### src/rtl/mem_arb_pkg.sv
// Shared types and helpers for the memory-port arbiter.
package mem_arb_pkg;

  // Transaction sequencer states.
  typedef enum logic [1:0] {
    IDLE   = 2'd0,
    I_BUSY = 2'd1,
    D_BUSY = 2'd2,
    RESP   = 2'd3
  } state_e;

  // Which requester owns the transaction in flight.
  typedef enum logic [1:0] {
    NONE  = 2'd0,
    OWN_I = 2'd1,
    OWN_D = 2'd2
  } owner_e;

  // Number of byte-offset bits inside one cache line.
  function automatic int line_off_bits(input int line_w);
    return $clog2(line_w / 8);
  endfunction

endpackage

### src/rtl/mem_arb_sel.sv
// Grant selection: D-side priority with a bounded streak so a pending
// I-side request is forced through after MAX_D_STREAK consecutive D grants.
module mem_arb_sel
  import mem_arb_pkg::*;
#(
  parameter int MAX_D_STREAK = 4
) (
  input  logic   clk,
  input  logic   reset,
  input  logic   ic_req_i,
  input  logic   dc_req_i,
  input  logic   grant_i,
  output owner_e winner_o
);

  localparam int                 StreakW   = $clog2(MAX_D_STREAK + 1);
  localparam logic [StreakW-1:0] StreakMax = StreakW'(MAX_D_STREAK);

  logic [StreakW-1:0] d_streak_q;
  logic [StreakW-1:0] d_streak_d;

  // Winner: D unless I is pending and D has used up its streak.
  always_comb begin
    // NOTE: every output of a combinational block gets a default first so no path leaves it unassigned (no latch).
    winner_o = NONE;
    if (dc_req_i && !(ic_req_i && (d_streak_q == StreakMax))) begin
      winner_o = OWN_D;
    end else if (ic_req_i) begin
      winner_o = OWN_I;
    end
  end

  // Streak update on a grant: count D wins that starved a waiting I, otherwise clear.
  always_comb begin
    d_streak_d = d_streak_q;
    if (grant_i) begin
      if ((winner_o == OWN_D) && ic_req_i) begin
        if (d_streak_q != StreakMax) begin
          d_streak_d = d_streak_q + 1'b1;
        end
      end else begin
        d_streak_d = '0;
      end
    end
  end

  // Streak register.
  always_ff @(posedge clk or posedge reset) begin
    // NOTE: clocked state uses non-blocking assignments so every register samples pre-edge values.
    if (reset) begin
      d_streak_q <= '0;
    end else begin
      d_streak_q <= d_streak_d;
    end
  end

endmodule

### src/rtl/mem_arbiter.sv
// Shares one main-memory port between I-cache refills and D-cache
// refill/writeback. One line transaction at a time:
// IDLE -> I_BUSY | D_BUSY -> RESP -> IDLE.
module mem_arbiter
  import mem_arb_pkg::*;
#(
  parameter int LINE_W       = 128,
  parameter int MAX_D_STREAK = 4
) (
  input  logic              clk,
  input  logic              reset,
  input  logic              ic_req,
  input  logic [31:0]       ic_addr,
  input  logic              ic_cancel,
  output logic              ic_ack,
  output logic [LINE_W-1:0] ic_rdata,
  input  logic              dc_req,
  input  logic              dc_we,
  input  logic [31:0]       dc_addr,
  input  logic [LINE_W-1:0] dc_wdata,
  output logic              dc_ack,
  output logic [LINE_W-1:0] dc_rdata,
  output logic              mem_req,
  output logic              mem_we,
  output logic [31:0]       mem_addr,
  output logic [LINE_W-1:0] mem_wdata,
  input  logic              mem_ready,
  input  logic [LINE_W-1:0] mem_rdata,
  output logic              busy
);

  localparam int          OffW     = line_off_bits(LINE_W);
  localparam logic [31:0] AddrMask = ~((32'd1 << OffW) - 32'd1);

  state_e            state_q, state_d;
  owner_e            owner_q, owner_d;
  logic              cancel_q, cancel_d;
  logic              mem_we_q, mem_we_d;
  logic [31:0]       mem_addr_q, mem_addr_d;
  logic [LINE_W-1:0] mem_wdata_q, mem_wdata_d;
  logic [LINE_W-1:0] rdata_q, rdata_d;

  owner_e winner;
  logic   grant;

  // Requests are only sampled in IDLE.
  assign grant = (state_q == IDLE) && (winner != NONE);

  mem_arb_sel #(
    .MAX_D_STREAK(MAX_D_STREAK)
  ) u_sel (
    .clk     (clk),
    .reset   (reset),
    .ic_req_i(ic_req),
    .dc_req_i(dc_req),
    .grant_i (grant),
    .winner_o(winner)
  );

  // Next state: capture the granted side's request, wait for memory, respond for one cycle.
  always_comb begin
    state_d     = state_q;
    owner_d     = owner_q;
    cancel_d    = cancel_q;
    mem_we_d    = mem_we_q;
    mem_addr_d  = mem_addr_q;
    mem_wdata_d = mem_wdata_q;
    rdata_d     = rdata_q;
    unique case (state_q)
      IDLE: begin
        if (winner == OWN_I) begin
          state_d     = I_BUSY;
          owner_d     = OWN_I;
          mem_we_d    = 1'b0;
          mem_addr_d  = ic_addr & AddrMask;
          mem_wdata_d = '0;
          // A redirect in the grant cycle already kills the response.
          cancel_d    = ic_cancel;
        end else if (winner == OWN_D) begin
          state_d     = D_BUSY;
          owner_d     = OWN_D;
          mem_we_d    = dc_we;
          mem_addr_d  = dc_addr & AddrMask;
          mem_wdata_d = dc_wdata;
        end
      end
      I_BUSY: begin
        if (ic_cancel) begin
          cancel_d = 1'b1;
        end
        if (mem_ready) begin
          rdata_d = mem_rdata;
          state_d = RESP;
        end
      end
      D_BUSY: begin
        if (mem_ready) begin
          rdata_d = mem_rdata;
          state_d = RESP;
        end
      end
      RESP: begin
        state_d  = IDLE;
        owner_d  = NONE;
        cancel_d = 1'b0;
      end
      default: begin
        state_d = IDLE;
      end
    endcase
  end

  // State, request and response registers.
  always_ff @(posedge clk or posedge reset) begin
    if (reset) begin
      state_q     <= IDLE;
      owner_q     <= NONE;
      cancel_q    <= 1'b0;
      mem_we_q    <= 1'b0;
      mem_addr_q  <= '0;
      // NOTE: wide line registers are reset too because they drive outputs that must read zero after reset.
      mem_wdata_q <= '0;
      rdata_q     <= '0;
    end else begin
      state_q     <= state_d;
      owner_q     <= owner_d;
      cancel_q    <= cancel_d;
      mem_we_q    <= mem_we_d;
      mem_addr_q  <= mem_addr_d;
      mem_wdata_q <= mem_wdata_d;
      rdata_q     <= rdata_d;
    end
  end

  // mem_req decodes straight from state so an asynchronous reset drops it at once.
  assign mem_req   = (state_q == I_BUSY) || (state_q == D_BUSY);
  assign mem_we    = mem_we_q;
  assign mem_addr  = mem_addr_q;
  assign mem_wdata = mem_wdata_q;
  assign busy      = (state_q != IDLE);

  assign ic_ack   = (state_q == RESP) && (owner_q == OWN_I) && !cancel_q;
  assign dc_ack   = (state_q == RESP) && (owner_q == OWN_D);
  assign ic_rdata = rdata_q;
  assign dc_rdata = rdata_q;

endmodule

### config.mk
export PLATFORM = sky130hd
export DESIGN_NAME = mem_arbiter
export DESIGN_NICKNAME = d
export VERILOG_FILES = /design/src/rtl/mem_arb_pkg.sv /design/src/rtl/mem_arb_sel.sv /design/src/rtl/mem_arbiter.sv
export SDC_FILE = /design/constraint.sdc
export NUM_CORES = 1
export LEC_CHECK = 0
export ABC_AREA = 0
export CORE_AREA = 2 2 289 291
export CTS_BUF_LIST = sky130_fd_sc_hd__clkbuf_16
export CTS_CLUSTER_DIAMETER = 120
export DETAILED_ROUTE_END_ITERATION = 10
export DIE_AREA = 0 0 291 293
export SLEW_MARGIN = 0
export SYNTH_ARGS = -nofsm -noshare
export SYNTH_HDL_FRONTEND = slang
export SYNTH_HIERARCHICAL = 1
export SYNTH_SLANG_ARGS = --single-unit
### constraint.sdc
create_clock -name clk -period 10.87 [get_ports clk]
set_input_delay 2.174 -clock clk [delete_from_list [all_inputs] [get_ports clk]]
set_output_delay 2.174 -clock clk [all_outputs]
set_load 0.01 [all_outputs]
==> impl_results.md, run 1 <==
* Syn avg cell area at 14.5 sq um
* Tightest Pin Transition at 983 ps
* Fin nets at 1818
* Synth Flop Type: dfrtp_1
* Seq/Total Area, Yosys at 57.5%
* CTS max path bufs at 3
* Synth async-reset ratio at 100%
* PwrDens at 315 nW/um^2
* Core area at between 80000 and 90000 sq um
* Total GRT Usage at 12.0%
* Num CTS Buffers at 39
* Final GP Congestion at 0.834
* #FFs+latches synth at 293
* Max IR drop VDD at 0.000138 V
* Worst-skew pair later-pin latency at 550 ps
* Most frequent cells in the layout: clkdlybuf4s50_1 (735), dfrtp_1 (293), a22o_1 (129)
* Site Rows at 105
* Sink Count at 293
* Yosys cell types at 35
* Die width at 291 um
* Synth warn at 6
* Worst hold path class: flop to flop
* Number of synthesized flops with an enable pin at 0
* Most common cell after layout, fill and taps aside: clkdlybuf4s50_1
* CTS tree: done
* Vias per cell at 3.66
* Port Buf Inserts at 735
* Max Clock Skew at 8.26 ps
* Vias in the first global route at 10100
* Max transition margin at 34.5%
* Critical Path RT at 11350 ps
* Initial core utilization at 15.6%
* Vias post-DR at ~9500
* I/O pin count at 748
* Post-CTS Setup Bufs at 0
* Pin count of the biggest net entering global routing at 140
* Area grow syn2layout at 67.6%
* Final Total Pwr at 6.72 mW
* Max-Cap Viols at 0
* DR DRC count at 0
* CP Capture Type: flop
* Final wirelength at 53300 um
* Status: complete, no violations
* CP arrival at 5820 ps
* Max Clk Rate at 187 MHz
* Setup violators final at 0
* H-tree depth at 2
* Dpl hpwl at roughly 41000 um
* Clock Tree Root: clkbuf_16
* Antenna-violating nets left at 0
* Post-CTS Hold Fix Bufs at 0
* Cells after synthesis at 878
* Fin. max-slew vios at 0
* Cells resized by post-CTS repair at 0
* Post-Syn Area at approximately 13000 sq um
* RSZ-0062 raised after global routing: no
* Die area at 85300 sq um
* Grt ovf at 0
* First-pass GRT wire length at 74600 um
* Share of cells above drive strength 1 at 13.4%
* Die Ht at 293 um
* CP startpoint kind: primary input
* DR WL/cell at 20.6 um
* Crit path kind: primary input to flop
* Sum Neg Setup Slack at 0 ps
* Clk slew on worst S/H paths at approximately 60 ps
* Antenna violations before repair at 17
* Pre-antenna DRT Iters at 4
* Final hold viol count at 0
* Tcrit/Tclk final at 49.1%
* CP Max Fanout at 66
* Drt initial violations at 339
* Lkg Pwr at a little over 9 nW
* Fin crit period at 5330 ps
-- worst paths after layout --
check | slack (ps) | to | start | depth (start not counted)
max in group asynchronous | 7350 | dc_rdata[65]$_DFFE_PP0P_ | reset | 3
min in group asynchronous | 1960 | u_sel/d_streak_q[0]$_DFFE_PP0P_ | reset | 2
worst max-delay path | 5540 | mem_wdata[51]$_DFFE_PP0P_ | dc_req | 9
worst min register to register | 480 | mem_addr[9]$_DFFE_PP0P_ | mem_addr[9]$_DFFE_PP0P_ | 2
worst max register to register | 7110 | mem_wdata[51]$_DFFE_PP0P_ | u_sel/d_streak_q[0]$_DFFE_PP0P_ | 9
worst min-delay path | 480 | mem_addr[9]$_DFFE_PP0P_ | mem_addr[9]$_DFFE_PP0P_ | 2
-- synthesized netlist by cell type, types with 2 or more instances --
cell type | number | area, sq um
clkbuf_1 | 12 | 45.0
mux2_2 | 9 | 101
buf_12 | 11 | 220
inv_1 | 13 | 48.8
a22o_1 | 129 | 1130
a21oi_1 | 2 | 10.0
nand4_1 | 2 | 12.5
mux2i_1 | 32 | 320
buf_2 | 20 | 100
buf_6 | 4 | 45.0
nor2_1 | 2 | 7.51
o21ai_0 | 31 | 155
nand2_1 | 33 | 124
ha_1 | 11 | 138
buf_1 | 2 | 7.51
mux2_4 | 120 | 1800
dfrtp_1 | 293 | 7330
buf_4 | 135 | 1010
-- state kept, by name, indices dropped and copies added (netlist names) --
register and cells:
state_q 2, u_sel/d_streak_q 3, cancel_q 1, mem_we 1, owner_q 2, dc_rdata 128, mem_addr 28, mem_wdata 128
-- power breakdown --
group	switching [mW]	internal, mW
registers	0.452	1.62
logic	1.32	2.07
clock network	0.529	0.730
-- critical path, cell delays in order --
cell	delay, ps
clkdlybuf4s50_1	550
inv_1	60
a31oi_1	260
nor2b_1	140
ha_2	510
inv_2	200
and3_4	770
buf_4	720
a22o_1	240
-- final cells by class --
type	instances	area, sq um
well taps	1070	1340
multi-input cells	390	3960
diodes	6	15.0
flip-flops and latches	293	7330
repair buffers	742	7420
clock inverters	30	253
clock buffers	39	976
fillers	8400	60500
inverters	14	60.1
-- stage by stage --
step | cells | setup WS, ps | util (%) | instance area, sq um | hold WS (ps)
floorplan | 881 | 690 | - | 12800 | 482
global placement | 2509 | 4990 | 24.6 | 20100 | 463
detailed placement | 2509 | 4920 | 24.6 | 20100 | 475
CTS | 2578 | 5520 | 26.1 | 21300 | 488
global route | 2580 | 5300 | 26.1 | 21300 | 503
finish | 2584 | 5540 | 26.1 | 21400 | 483
-- metal layers --
layer  GRT usage, %  up-vias  routed length [um]  share of wire, %
li1               -     4187                   -                 -
met1           15.0     4702               21900                41
met2           19.4      489               24600                46
met3           4.10       80                4930               9.3
met4           3.84       10                1760               3.3
met5              0        -                  58              0.11
-- cells by family (layout without fill, tap and decap cells) --
logic type,Yosys count,in the layout,share of synthesized area (%)
compound gates,168,168,10.6
fa+ha+maj,11,11,1.08
buf+inv,198,825,11.6
flops,293,293,57.5
mux,161,161,17.4
other cells,1,10,0.0294
simple gates,46,46,1.67
Note: power is estimated with default switching activity, not from simulation.
==> run 2: changes to the inputs <==
- CORE_AREA: 2 2 289 291 -> 2 2 292 294
- DIE_AREA: 0 0 291 293 -> 0 0 294 296
- clock period: 10.87 -> 4.3 ns (I/O delays scaled with it)
==> impl_results.md, run 2 (synthesis gave the netlist of run 1 again) <==
* Status: complete, no violations (unchanged)
* Drt initial violations at 316 (was 339)
* Max Clock Skew at 23.6 ps (was 8.26 ps)
* First-pass GRT wire length at 69000 um (was 74600 um)
* Max IR drop VDD at 0.000342 V (was 0.000138 V)
* Num CTS Buffers at 37 (was 39)
* Worst hold path class: flop to flop (unchanged)
* Critical Path RT at 3440 ps (was 11350 ps)
* Clk slew on worst S/H paths at 60 ps (about the same)
* Slowest cell on the critical path: clkdlybuf4s50_1 (was and3_4)
* CP startpoint kind: flop (was primary input)
* Post-CTS Setup Bufs at 0 (unchanged)
* Max transition margin at 44.3% (was 34.5%)
* H-tree depth at 2 (unchanged)
* Final wirelength at 49300 um (was 53300 um)
* CP Max Fanout at 9 (was 66)
* Most common cell after layout, fill and taps aside: clkdlybuf4s50_1 (unchanged)
* Worst-skew pair later-pin latency at 560 ps (was 550 ps)
* Die width at 294 um (was 291 um)
* Tcrit/Tclk final at between 70% and 80%
* Share of cells above drive strength 1 at 13.8% (was 13.4%)
* RSZ-0062 raised after global routing: no (unchanged)
* Lkg Pwr at 9.13 nW (was 9.06 nW)
* CP max stage delay at 660 ps (was 770 ps)
* CP Capture Type: output port (was flop)
* Multi-input logic area at 3960 sq um (unchanged)
* Vias in the first global route at 9911 (was 10100)
* Max-Cap Viols at 0 (unchanged)
* Site Rows at 107 (was 105)
* I/O pin count at 748 (unchanged)
* Post-CTS Hold Fix Bufs at 0 (unchanged)
* Crit path kind: flop to output port (was primary input to flop)
* Setup violators final at 0 (unchanged)
* Vias post-DR at 9320 (was 9468)
* Antenna violations before repair at 7 (was 17)
* Tightest Pin Transition at 835 ps (was 983 ps)
* Final hold viol count at 0 (unchanged)
* Port Buf Inserts at 735 (unchanged)
* Clock Tree Root: clkbuf_16 (unchanged)
* Die area at 87000 sq um (was 85300 sq um)
* CTS tree: done (unchanged)
* Area grow syn2layout at 68.8% (was 67.6%)
* PwrDens at 789 nW/um^2 (was 315 nW/um^2)
* Max Clk Rate at 316 MHz
* CTS max path bufs at 3 (unchanged)
* Post-Place Setup Slack at 863 ps (was 4920 ps)
* Cells resized by post-CTS repair at 0 (unchanged)
* Final GP Congestion at 0.767 (was 0.834)
* Most frequent cells in the layout: clkdlybuf4s50_1 (735), dfrtp_1 (293), a22o_1 (129) (unchanged)
* Antenna-violating nets left at 0 (unchanged)
* Fin. max-slew vios at 0 (unchanged)
* Fin nets at 1828 (was 1818)
* FF+latch area at 7330 sq um (unchanged)
* Setup crit start: state_q[0]$_DFFE_PP0P_ (was dc_req)
* Cell area after layout at 21500 sq um (was 21400 sq um)
* Dpl hpwl at 37900 um (was 41000 um)
* Core area at 84200 sq um (was 81800 sq um)
* Grt ovf at 0 (unchanged)
* Die Ht at 296 um (was 293 um)
* Pin count of the biggest net entering global routing at 130 (was 140)
* Hold_ws at 477 ps (was 483 ps)
* DR DRC count at 0 (unchanged)
* Reg-to-Reg Start: state_q[0]$_DFFE_PP0P_ (was u_sel/d_streak_q[0]$_DFFE_PP0P_)
* Sink Count at 293 (unchanged)
* DR WL/cell at 18.9 um (was 20.6 um)
* Fillers at 8674 (was 8400)
* Total GRT Usage at 10.7% (was 12.0%)
* Placed Area at 20300 sq um (was 20100 sq um)
* Final setup margin at 1140 ps (was 5540 ps)
* Pre-antenna DRT Iters at 5 (was 4)
* Vias per cell at 3.57 (was 3.66)
* Fin crit period at 3160 ps
* Crit path cell chain: inv_1, ha_1, clkdlybuf4s50_1 (was clkdlybuf4s50_1, inv_1, a31oi_1, nor2b_1, ha_2, inv_2, and3_4, buf_4, a22o_1)
* Initial core utilization at 15.1% (was 15.6%)
* Worst hold start: mem_addr[25]$_DFFE_PP0P_ (was mem_addr[9]$_DFFE_PP0P_)
* CP arrival at 2300 ps (was 5820 ps)
[run 2: changes by cell type in the layout (fill, tap and decap cells not counted)]
cell	delta
inv_1	-2
bufinv_16	+1
clkinv_4	+1
inv_6	-3
diode_2	-3
clkinvlp_4	-2
inv_8	-2
buf_4	+6
buf_12	+6
clkinv_1	+1
[run 2: per-stage QoR]
step	TNS (ps)	power, mW	utilization (%)	cells
detailed placement	0	13.9	24.1	2541
global placement	0	13.9	24.1	2541
floorplan	-118080	9.73	-	881
global route	0	18.0	25.5	2604
finish	0	17.0	25.5	2607
CTS	0	17.3	25.5	2604
[run 2: critical path: cells and delay by family (launching register included)]
family	cells	cell delay (ps)
buf+inv	2	790
fa+ha+maj	1	550
flops	1	430
[run 2: worst paths after layout]
check	endpoint	slack (ps)	cells after the start
setup / recovery	mem_req	1140	3
hold / removal	mem_addr[25]$_DFFE_PP0P_	480	2
setup reg to reg	dc_rdata[123]$_DFFE_PP0P_	1600	5
hold reg to reg	mem_addr[25]$_DFFE_PP0P_	480	2
max in group asynchronous	dc_rdata[109]$_DFFE_PP0P_	2510	4
min in group asynchronous	u_sel/d_streak_q[1]$_DFFE_PP0P_	610	2
[run 2: cell type report]
type                            instances  area share [%]
Timing Repair Buffer                  754            35.3
Antenna cell                            3          0.0349
Inverter                               14           0.262
Clock buffer                           39            4.54
Clock inverter                         24            1.06
Tap cell                             1090            6.34
Multi-Input combinational cell        390            18.4
Sequential cell                       293            34.1
[run 2: power by group]
group / switching (mW) / internal, mW
combinational: 3.34 / 5.29
sequential: 1.10 / 4.10
clock: 1.26 / 1.88
[run 2: routing by layer]
layer	part of all wire (%)	GRT usage, %	vias to the layer above
li1	-	-	4189
met1	40	12.5	4586
met2	48	17.8	485
met3	11	4.85	54
met4	2.0	2.90	6
met5	0.095	0	-
